File: src/rtl/pet_vram_arbiter.sv
// PET video RAM arbiter: video fetch has absolute priority, CPU writes are
// posted through a one-entry buffer, CPU reads forward from that buffer.
module pet_vram_arbiter #(
  parameter int AW = 11,
  parameter int DW = 8
) (
  input  logic          clk,
  input  logic          reset,
  input  logic          vid_req,
  input  logic [AW-1:0] vid_addr,
  output logic [DW-1:0] vid_data,
  output logic          vid_valid,
  input  logic          cpu_req,
  input  logic          cpu_we,
  input  logic [AW-1:0] cpu_addr,
  input  logic [DW-1:0] cpu_wdata,
  output logic [DW-1:0] cpu_rdata,
  output logic          cpu_ack,
  output logic [AW-1:0] ram_addr,
  output logic          ram_we,
  output logic [DW-1:0] ram_wdata,
  input  logic [DW-1:0] ram_rdata,
  output logic          vid_conflict
);

  typedef enum logic [1:0] {
    C_IDLE = 2'd0,
    C_RD   = 2'd1,
    C_ACK  = 2'd2
  } cstate_t;

  cstate_t state;
  cstate_t state_nx;

  logic          wb_valid;
  logic [AW-1:0] wb_addr;
  logic [DW-1:0] wb_data;

  logic          rd_issued;
  logic [1:0]    rd_pipe;
  logic [1:0]    vid_pipe;

  logic drain;
  logic rd_pend;
  logic rd_issue;
  logic rd_done;
  logic idle_req;
  logic wr_acc;
  logic rd_hit;
  logic rd_acc;

  // Slot decisions all use the state sampled at this edge.
  always_comb begin
    drain    = wb_valid & ~vid_req;
    rd_pend  = (state == C_RD) & ~rd_issued;
    rd_issue = rd_pend & ~vid_req & ~wb_valid;
    rd_done  = rd_pipe[1];
    idle_req = (state == C_IDLE) & cpu_req;
    wr_acc   = idle_req & cpu_we & (~wb_valid | drain);
    rd_hit   = idle_req & ~cpu_we & wb_valid
             & (cpu_addr == wb_addr);
    rd_acc   = idle_req & ~cpu_we & ~rd_hit;
  end

  always_comb begin
    state_nx = state;
    unique case (state)
      C_IDLE: begin
        if (wr_acc || rd_hit)
          state_nx = C_ACK;
        else if (rd_acc)
          state_nx = C_RD;
      end
      C_RD: begin
        if (rd_done)
          state_nx = C_ACK;
      end
      C_ACK:   state_nx = C_IDLE;
      default: state_nx = C_IDLE;
    endcase
  end

  always_ff @(posedge clk or posedge reset) begin
    if (reset)
      state <= C_IDLE;
    else
      state <= state_nx;
  end

  // A drain and a new capture may happen on the same edge.
  always_ff @(posedge clk or posedge reset) begin
    if (reset) begin
      wb_valid <= 1'b0;
      wb_addr  <= '0;
      wb_data  <= '0;
    end else if (wr_acc) begin
      wb_valid <= 1'b1;
      wb_addr  <= cpu_addr;
      wb_data  <= cpu_wdata;
    end else if (drain) begin
      wb_valid <= 1'b0;
    end
  end

  always_ff @(posedge clk or posedge reset) begin
    if (reset) begin
      ram_addr  <= '0;
      ram_we    <= 1'b0;
      ram_wdata <= '0;
    end else if (vid_req) begin
      ram_addr  <= vid_addr;
      ram_we    <= 1'b0;
    end else if (wb_valid) begin
      ram_addr  <= wb_addr;
      ram_we    <= 1'b1;
      ram_wdata <= wb_data;
    end else if (rd_pend) begin
      ram_addr  <= cpu_addr;
      ram_we    <= 1'b0;
    end else begin
      ram_we    <= 1'b0;
    end
  end

  always_ff @(posedge clk or posedge reset) begin
    if (reset) begin
      rd_issued <= 1'b0;
      rd_pipe   <= '0;
      vid_pipe  <= '0;
    end else begin
      if (rd_issue)
        rd_issued <= 1'b1;
      else if (rd_done)
        rd_issued <= 1'b0;
      rd_pipe  <= {rd_pipe[0], rd_issue};
      vid_pipe <= {vid_pipe[0], vid_req};
    end
  end

  always_ff @(posedge clk or posedge reset) begin
    if (reset) begin
      vid_valid    <= 1'b0;
      vid_data     <= '0;
      cpu_ack      <= 1'b0;
      cpu_rdata    <= '0;
      vid_conflict <= 1'b0;
    end else begin
      vid_valid    <= vid_pipe[1];
      if (vid_pipe[1])
        vid_data   <= ram_rdata;
      cpu_ack      <= (state_nx == C_ACK);
      if (rd_hit)
        cpu_rdata  <= wb_data;
      else if (rd_done)
        cpu_rdata  <= ram_rdata;
      vid_conflict <= vid_req & (wb_valid | rd_pend);
    end
  end

endmodule

File: config.mk
export PLATFORM = sky130hd
export DESIGN_NAME = pet_vram_arbiter
export DESIGN_NICKNAME = d
export VERILOG_FILES = /design/src/rtl/pet_vram_arbiter.sv
export SDC_FILE = /design/constraint.sdc
export NUM_CORES = 1
export LEC_CHECK = 0
export ABC_AREA = 1
export CORE_ASPECT_RATIO = 0.8
export CORE_MARGIN = 8
export CORE_UTILIZATION = 35
export CTS_BUF_LIST = sky130_fd_sc_hd__clkbuf_4
export DETAILED_ROUTE_END_ITERATION = 10
export GPL_TIMING_DRIVEN = 0
export PLACE_DENSITY_LB_ADDON = 0.15
export SLEW_MARGIN = 10
export SYNTH_ARGS = -nofsm -noshare
export SYNTH_HDL_FRONTEND = slang
export SYNTH_SLANG_ARGS = --single-unit
File: constraint.sdc
create_clock -name clk -period 2.7 [get_ports clk]
set_input_delay 0.405 -clock clk [delete_from_list [all_inputs] [get_ports clk]]
set_output_delay 0.405 -clock clk [all_outputs]
set_load 0.01 [all_outputs]
* Word level (Yosys, flattened, before mapping)
Cells that the tools add are included.
** Word-level totals
- Register bits after elaboration :: 66
- Input port bits :: 43
- Output and inout port bits :: 39
** Operators by class
- Eq/ne operators :: 3
- Mux-type cells :: 15
- Bitwise logic cells :: 19
- Reductions and logical operators :: 7
** Operator list (number)
- 2-to-1 mux 11 bit :: 3
- 2-to-1 mux 8 bit :: 2
- AND 1 bit :: 12
- == test 11 bit :: 1
- 2-to-1 mux 1 bit :: 6
- 2-to-1 mux 2 bit :: 3
- nonzero test 2 bit :: 3
- inverter 1 bit :: 5
- case mux 2 bit (2 select lines) :: 1
- nonzero test 3 bit :: 1
- == test 2 x 1 -> 1 bit (second input constant) :: 1
- == test 2 bit (second input constant) :: 1
- zero test 2 bit :: 1
- OR 1 bit :: 2
- AND reduction 2 bit :: 1
- logical OR 1 bit :: 1

* Depth between registers and ports, before layout
Gate-level depths: netlist of the first run.
- Depth after elaboration :: 11
- Gate-level depth with buffers :: 10

* Least setup slack after synthesis of the first run
No wires, ideal clock.
- Kind :: register to register
- Start :: register state[0]
- End :: register cpu_rdata[0]
- Arrival :: 1.247 ns
- Data required time :: 2.574 ns
- Setup slack :: 1.327 ns
- Cell stages (with the launch flop) :: 10
- Path through :: dfrtp_1 inv_2 nand3_1 nor2_1 nand2_1 nor2_4 nand2_4 buf_6 nand3_1 nand3_1
** On the way
- Word-level cells in the longest chain between the ends :: 6
- Elaborated cells on any way between the ends :: 7
- Classes of those cells :: mux: 1; bitwise: 4; reduce/logical: 2
** Ends and longest elaborated chain
- from (decl) :: RTL line 32 : cstate_t state;
- from (signal assigned) :: RTL line 87 : state <= state_nx;
- zero test 2 bit * :: RTL line 58 : idle_req = (state == C_IDLE) & cpu_req;
- AND 1 bit * :: RTL line 58
- AND 1 bit * (2 in a row) :: RTL line 60 : rd_hit = idle_req & ~cpu_we & wb_valid
- AND 1 bit * :: RTL line 61 : & (cpu_addr == wb_addr);
- 2-to-1 mux 8 bit or nonzero test 2 bit (tied branches)
- to (signal assigned) :: RTL line 153 : cpu_rdata <= wb_data;
- to (signal assigned) :: RTL line 155 : cpu_rdata <= ram_rdata;
- to (decl) :: RTL line 17 : output logic [DW-1:0] cpu_rdata,
Every way passes the cells marked *; elsewhere a longest branch is shown, timed or not.
A chain may end at the register's enable or synchronous reset.

* Worst setup path after layout of the first run
- Start :: input port vid_req
- End :: register ram_addr[9]
** On the way
- Word-level cells in the longest chain between the ends :: 1
- Elaborated cells on any way between the ends :: 2
- Classes of those cells :: mux: 1; reduce/logical: 1
** Ends and longest elaborated chain
- from (decl) :: RTL line 9 : input logic vid_req,
- nonzero test 3 bit (no source line) or 2-to-1 mux 11 bit (tied branches)
- to (signal assigned) :: RTL line 111 : ram_addr <= vid_addr;
- to (signal assigned) :: RTL line 114 : ram_addr <= wb_addr;
- to (signal assigned) :: RTL line 118 : ram_addr <= cpu_addr;
- to (decl) :: RTL line 19 : output logic [AW-1:0] ram_addr,
Parallel ways exist; a longest one is shown, timed or not.

==> results of run 1 <==
-- sequential cells by signal (all words and copies together) (netlist names), 2 cells and up --
register and count:
vid_data 8, ram_addr 11, cpu_rdata 8, wb_data 8
ram_wdata 8, rd_pipe 2, vid_pipe 2, state 2
wb_addr 11
-- through the flow --
stage | setup TNS [ps] | utilization (%) | setup WS (ps) | power [uW]
after detailed placement | 0 | 47.1 | 437 | 2970
after global placement | -42890 | 46.8 | -655 | 2930
after CTS | 0 | 48.4 | 894 | 3520
after global routing | 0 | 48.4 | 740 | 3750
after floorplan | 0 | - | 640 | 2260
final | 0 | 48.4 | 874 | 3480
-- synth_stat cells --
cell type / count / area, sq um
buf_6: 1 / 11.3
nor2_4: 2 / 22.5
inv_2: 7 / 26.3
o22ai_1: 1 / 6.26
inv_1: 39 / 146
nand3_1: 25 / 125
nor2_1: 16 / 60.1
o21ai_0: 39 / 195
or2_2: 1 / 6.26
clkbuf_1: 8 / 30.0
buf_2: 4 / 20.0
nand2_4: 1 / 11.3
mux2_2: 8 / 90.1
a21oi_1: 22 / 110
nor2_2: 5 / 31.3
clkinv_1: 2 / 7.51
o21ai_1: 1 / 5.00
dfrtp_1: 66 / 1650
nand4_1: 1 / 6.26
nand4_2: 1 / 12.5
nand2_2: 2 / 12.5
o221ai_1: 2 / 17.5
nand2_1: 91 / 342
-- final cells by class --
type | count | area, sq um
Clock buffer | 11 | 82.6
Tap cell | 112 | 140
Buffer | 13 | 61.3
Antenna cell | 1 | 2.50
Fill cell | 861 | 4300
Clock inverter | 4 | 20.0
Sequential cell | 66 | 1650
Multi-Input combinational cell | 218 | 1050
Inverter | 48 | 183
Timing Repair Buffer | 82 | 838
-- routing by layer --
metal / track usage, % / share of wire [%] / vias to the layer above
li1: - / - / 1276
met1: 19.2 / 47 / 1155
met2: 21.8 / 46 / 75
met3: 4.27 / 6.2 / 6
met4: 6.01 / 0.84 / 0
met5: 0 / 0 / -
-- worst max-delay path: stages --
cell and delay (ps):
clkdlybuf4s50_1 610, inv_1 80, nand2_1 80, buf_2 240, clkinv_1 310, a21oi_1 280, a21oi_1 80
-- cell families (layout without fill, tap and decap cells) --
kind of cell,count (synthesis),count (layout),share of synthesized area [%]
flops,66,66,56.1
simple gates,145,145,21.4
mux,8,8,3.06
compound gates,65,65,11.3
buf+inv,61,158,8.20
other cells,0,1,0
-- power by group --
| part | internal (uW) | total, uW | switching [uW] |
|---|---|---|---|
| sequential | 1360 | 1580 | 221 |
| clock | 198 | 542 | 344 |
| combinational | 660 | 1360 | 696 |
| total | 2210 | 3480 | 1260 |
-- worst paths after layout --
path	from	end	slack (ps)	depth (start not counted)
max in group asynchronous	reset	wb_addr[9]	1900	3
max	vid_req	ram_addr[9]	870	7
min in group clk	vid_pipe[0]	vid_pipe[1]	360	0
min	reset	ram_we	280	2
min reg2reg	vid_pipe[0]	vid_pipe[1]	360	0
max reg2reg	state[1]	cpu_rdata[0]	1090	9
==> impl_metrics.ini, run 1 <==
[clock_network]
clock_latency_ps = 400
ctsHoldBuffers = 0
clockRootBuffer = clkbuf_4
clkSinkCount = 66
htree_levels = 3
clk_pin_slew_ps = 110
cts_resized = 0
clockBufferDepth = 2
cts_buffers = 9
cts_tree = done
postCtsSetupBuffers = 0

[min_path]
holdCritPathClass = in -> async

[global_routing]
grt_pass1_vias = 2639
antenna_found_initial = 1
grt_max_degree = 52
track_usage_pct = 14.6
grt_first_pass_wirelength_microns = 13500
grt_remaining_overflow = 0

[floorplan]
rows = 30
start_util_pct = 35.4
die_area_sq_um = 11600
io_pins = 82
die_x_microns = 119
die_h_microns = 98.1
core_area_sq_um = 8330

[layout]
final_cells = 555
stdcell_area_sq_um = 4030
synthToLayoutAreaGrowth_pct = 36.9
nets = 481
mostFrequentLayoutCells = nand2_1 (91), clkdlybuf4s50_1 (81), dfrtp_1 (66)
final_common_cell = nand2_1
drive_gt1_share_pct = 10.6

[setup_path]
cp_max_fo = 10
cp-end-kind = flip-flop
criticalPathCategory = in -> reg
worst_ep_arrival_time_ps = 2100
critPathLaunchType = input pin
crit_required_ps = 2970

[logic_synthesis]
synthCells = 345
ys_warn_count = 0
ys_types = 23
ys_seq_elements = 66
syn_nets = 388
seq_area_frac_synth_pct = 56.1
syn-cell-area_sq_um = 2950
avgSynthCellArea_sq_um = 8.54

[routing]
drc = 0
antenna_left = 0
routedWlPerCell_microns = 14.5
drt-total-wl_microns = 8070
vias_per_cell = 4.53
dr.pass1.iters = 4
drt_iter0_drc = 108
vias = 2512

[place]
dp_hpwl_microns = 6000
gp_congestion = 0.717
port_buffers = 81
dpl_cell_area_sq_um = 3930
dp.cells = 539

[timing]
max-slew-margin-rel_pct = 66.7
fin_hold_ws_ps = 280
finalMaxSlewViolations = 0
final-setup-viol-count = 0
period_needed_ps = 1830
rsz0062_at_grt = no
fmax_mhz = 548
fin_crit_sh_pct = 67.6
hold_viol = 0
worstMarginPinSlew_ps = 499
fin_worst_skew_ps = 15.9

[run]
drv_cap = 0

[run_status]
status = finished clean

[pwr]
power.leakage_uw = 0.00190
ir_drop_uv = 390
power_density_nw_per_um2 = 862
Power figures use the tool's default switching activity.
==> inputs of run 2 (changes only) <==
==> constraint.sdc (replaced) <==
create_clock -name clk -period 1.8 [get_ports clk]
set_input_delay 0.27 -clock clk [delete_from_list [all_inputs] [get_ports clk]]
set_output_delay 0.27 -clock clk [all_outputs]
set_load 0.01 [all_outputs]
==> impl_metrics.ini, run 2 (synthesized netlist as in run 1, its figures left out) <==
[run_status]
status = finished clean

[global_routing]
grt_remaining_overflow = 0
grt_pass1_vias = 2556
antenna_found_initial = 0
track_usage_pct = 14.0
grt_max_degree = 32
grt_first_pass_wirelength_microns = 13200

[timing]
rsz0062_at_grt = no
max-slew-margin-rel_pct = 61.7
fmax_mhz = 613
fin_crit_sh_pct = 90.7
period_needed_ps = 1630
worstMarginPinSlew_ps = 575
hold_viol = 0
finalMaxSlewViolations = 0
fin_worst_skew_ps = 10.9
final-setup-viol-count = 0

[routing]
dr.pass1.iters = 4
drc = 0
vias_per_cell = 4.57
drt-total-wl_microns = 7870
vias = 2537
drt_iter0_drc = 116
antenna_left = 0
routedWlPerCell_microns = 14.2

[floorplan]
core_area_sq_um = 8330
die_x_microns = 119
die_h_microns = 98.1
die_area_sq_um = 11600
io_pins = 82
start_util_pct = 35.4
rows = 30

[layout]
diodes = 0
final_common_cell = nand2_1
mostFrequentLayoutCells = nand2_1 (91), clkdlybuf4s50_1 (81), dfrtp_1 (66)
final_cells = 555
reg_top3 = ram_addr: 11 flops, wb_addr: 11 flops
synthToLayoutAreaGrowth_pct = 37.5
drive_gt1_share_pct = 11.3
utilization_pct = 48.6
nets = 482

[run]
drv_cap = 0

[clock_network]
clock_latency_ps = 410
cts_buffers = 9
cts_tree = done
clockRootBuffer = clkbuf_4
htree_levels = 3
ctsHoldBuffers = 0
clockBufferDepth = 2
clkSinkCount = 66
clk_pin_slew_ps = 110
postCtsSetupBuffers = 0

[setup_path]
r2r_setup_slack_ps = 200
criticalPathCategory = in -> reg
worst_ep_arrival_time_ps = 1910
critPathLaunchType = input pin
crit_required_ps = 2080
cp_max_fo = 10
rr_endpoint = ram_addr[0]
worstRegToRegCells = 5
cp-end-kind = flip-flop
regToRegStartpoint = wb_valid

[pwr]
comb_power_share_pct = 39.1
ir_drop_uv = 607
power_density_nw_per_um2 = 1280
clkPwrFrac_pct = 15.2
power.leakage_uw = 0.00191
power_switching_uw = 1880
swShare_pct = 36.2
p_int_uw = 3310
sequentialPowerShare_pct = 45.7

[min_path]
holdCritPathClass = in -> async

[place]
dp_hpwl_microns = 5870
port_buffers = 81
gp_congestion = 0.766
dp.cells = 540
==> run 2: cell count changes in the layout (fill, tap and decap cells not counted) <==
cell,previous run,this run
clkinvlp_4,1,2
diode_2,1,0
buf_12,0,1
clkbuf_1,8,7
clkbuf_2,0,1
clkinv_2,1,3
clkbuf_4,11,10
clkinv_1,4,3
inv_4,1,0
==> run 2: layout make-up <==
cell class / count / area [sq um]
fill: 852 / 4280
inverter: 48 / 188
multi-input combinational: 218 / 1050
sequential: 66 / 1650
buffer: 13 / 62.6
clock inverter: 5 / 22.5
clock buffer: 10 / 75.1
timing repair buffer: 83 / 858
tap: 112 / 140
==> run 2: how the worst max path moves through the flow <==
stage	from	to	slack, ps	cells past startpoint
3_5_place_dp	vid_req	ram_addr[9]	-350	7
6_report	vid_req	ram_addr[9]	170	7
4_1_cts	vid_req	ram_addr[9]	80	7
5_1_grt	vid_req	ram_addr[9]	30	7
2_1_floorplan	state[0]	cpu_rdata[0]	430	9
3_3_place_gp	vid_req	ram_addr[9]	-340	7
==> run 2: stage by stage <==
stage / hold slack (ps) / instance area, sq um / worst slack (ps) / total power, uW / setup TNS [ps]
6_report: 216 / 4050 / 168 / 5190 / 0
5_1_grt: 221 / 4050 / 29.1 / 5610 / 0
4_1_cts: 208 / 4050 / 83.1 / 5260 / 0
3_5_place_dp: 344 / 3950 / -347 / 4450 / -5650
3_3_place_gp: 335 / 3900 / -339 / 4390 / -10780
2_1_floorplan: 301 / 2950 / 427 / 3390 / 0
==> run 2: power groups by stage <==
stage | logic (uW) | registers, uW | clock network (uW)
after CTS | 2060 | 2370 | 825
after floorplan | 917 | 2480 | 0
after global routing | 2270 | 2450 | 886
after global placement | 2010 | 2380 | 0
after detailed placement | 2050 | 2400 | 0
final | 2030 | 2370 | 788
==> run 2: critical path, cell delays in order <==
cell and delay (ps):
clkdlybuf4s50_1 580, inv_1 80, nand2_1 90, buf_2 250, clkinvlp_4 270, a21oi_1 280
a21oi_1 90
==> run 2: what timing repair did <==
action                                 CTS  global route
gates resized for setup                  0             3
endpoints found under the hold margin    0             0
setup endpoints to repair                0             2
==> run 2: metal layers <==
| layer | routed length [microns] | track usage, % |
|---|---|---|
| met5 | 0 | 0 |
| met2 | 3510 | 20.9 |
| met4 | 73 | 4.46 |
| met3 | 391 | 4.73 |
| met1 | 3900 | 18.6 |
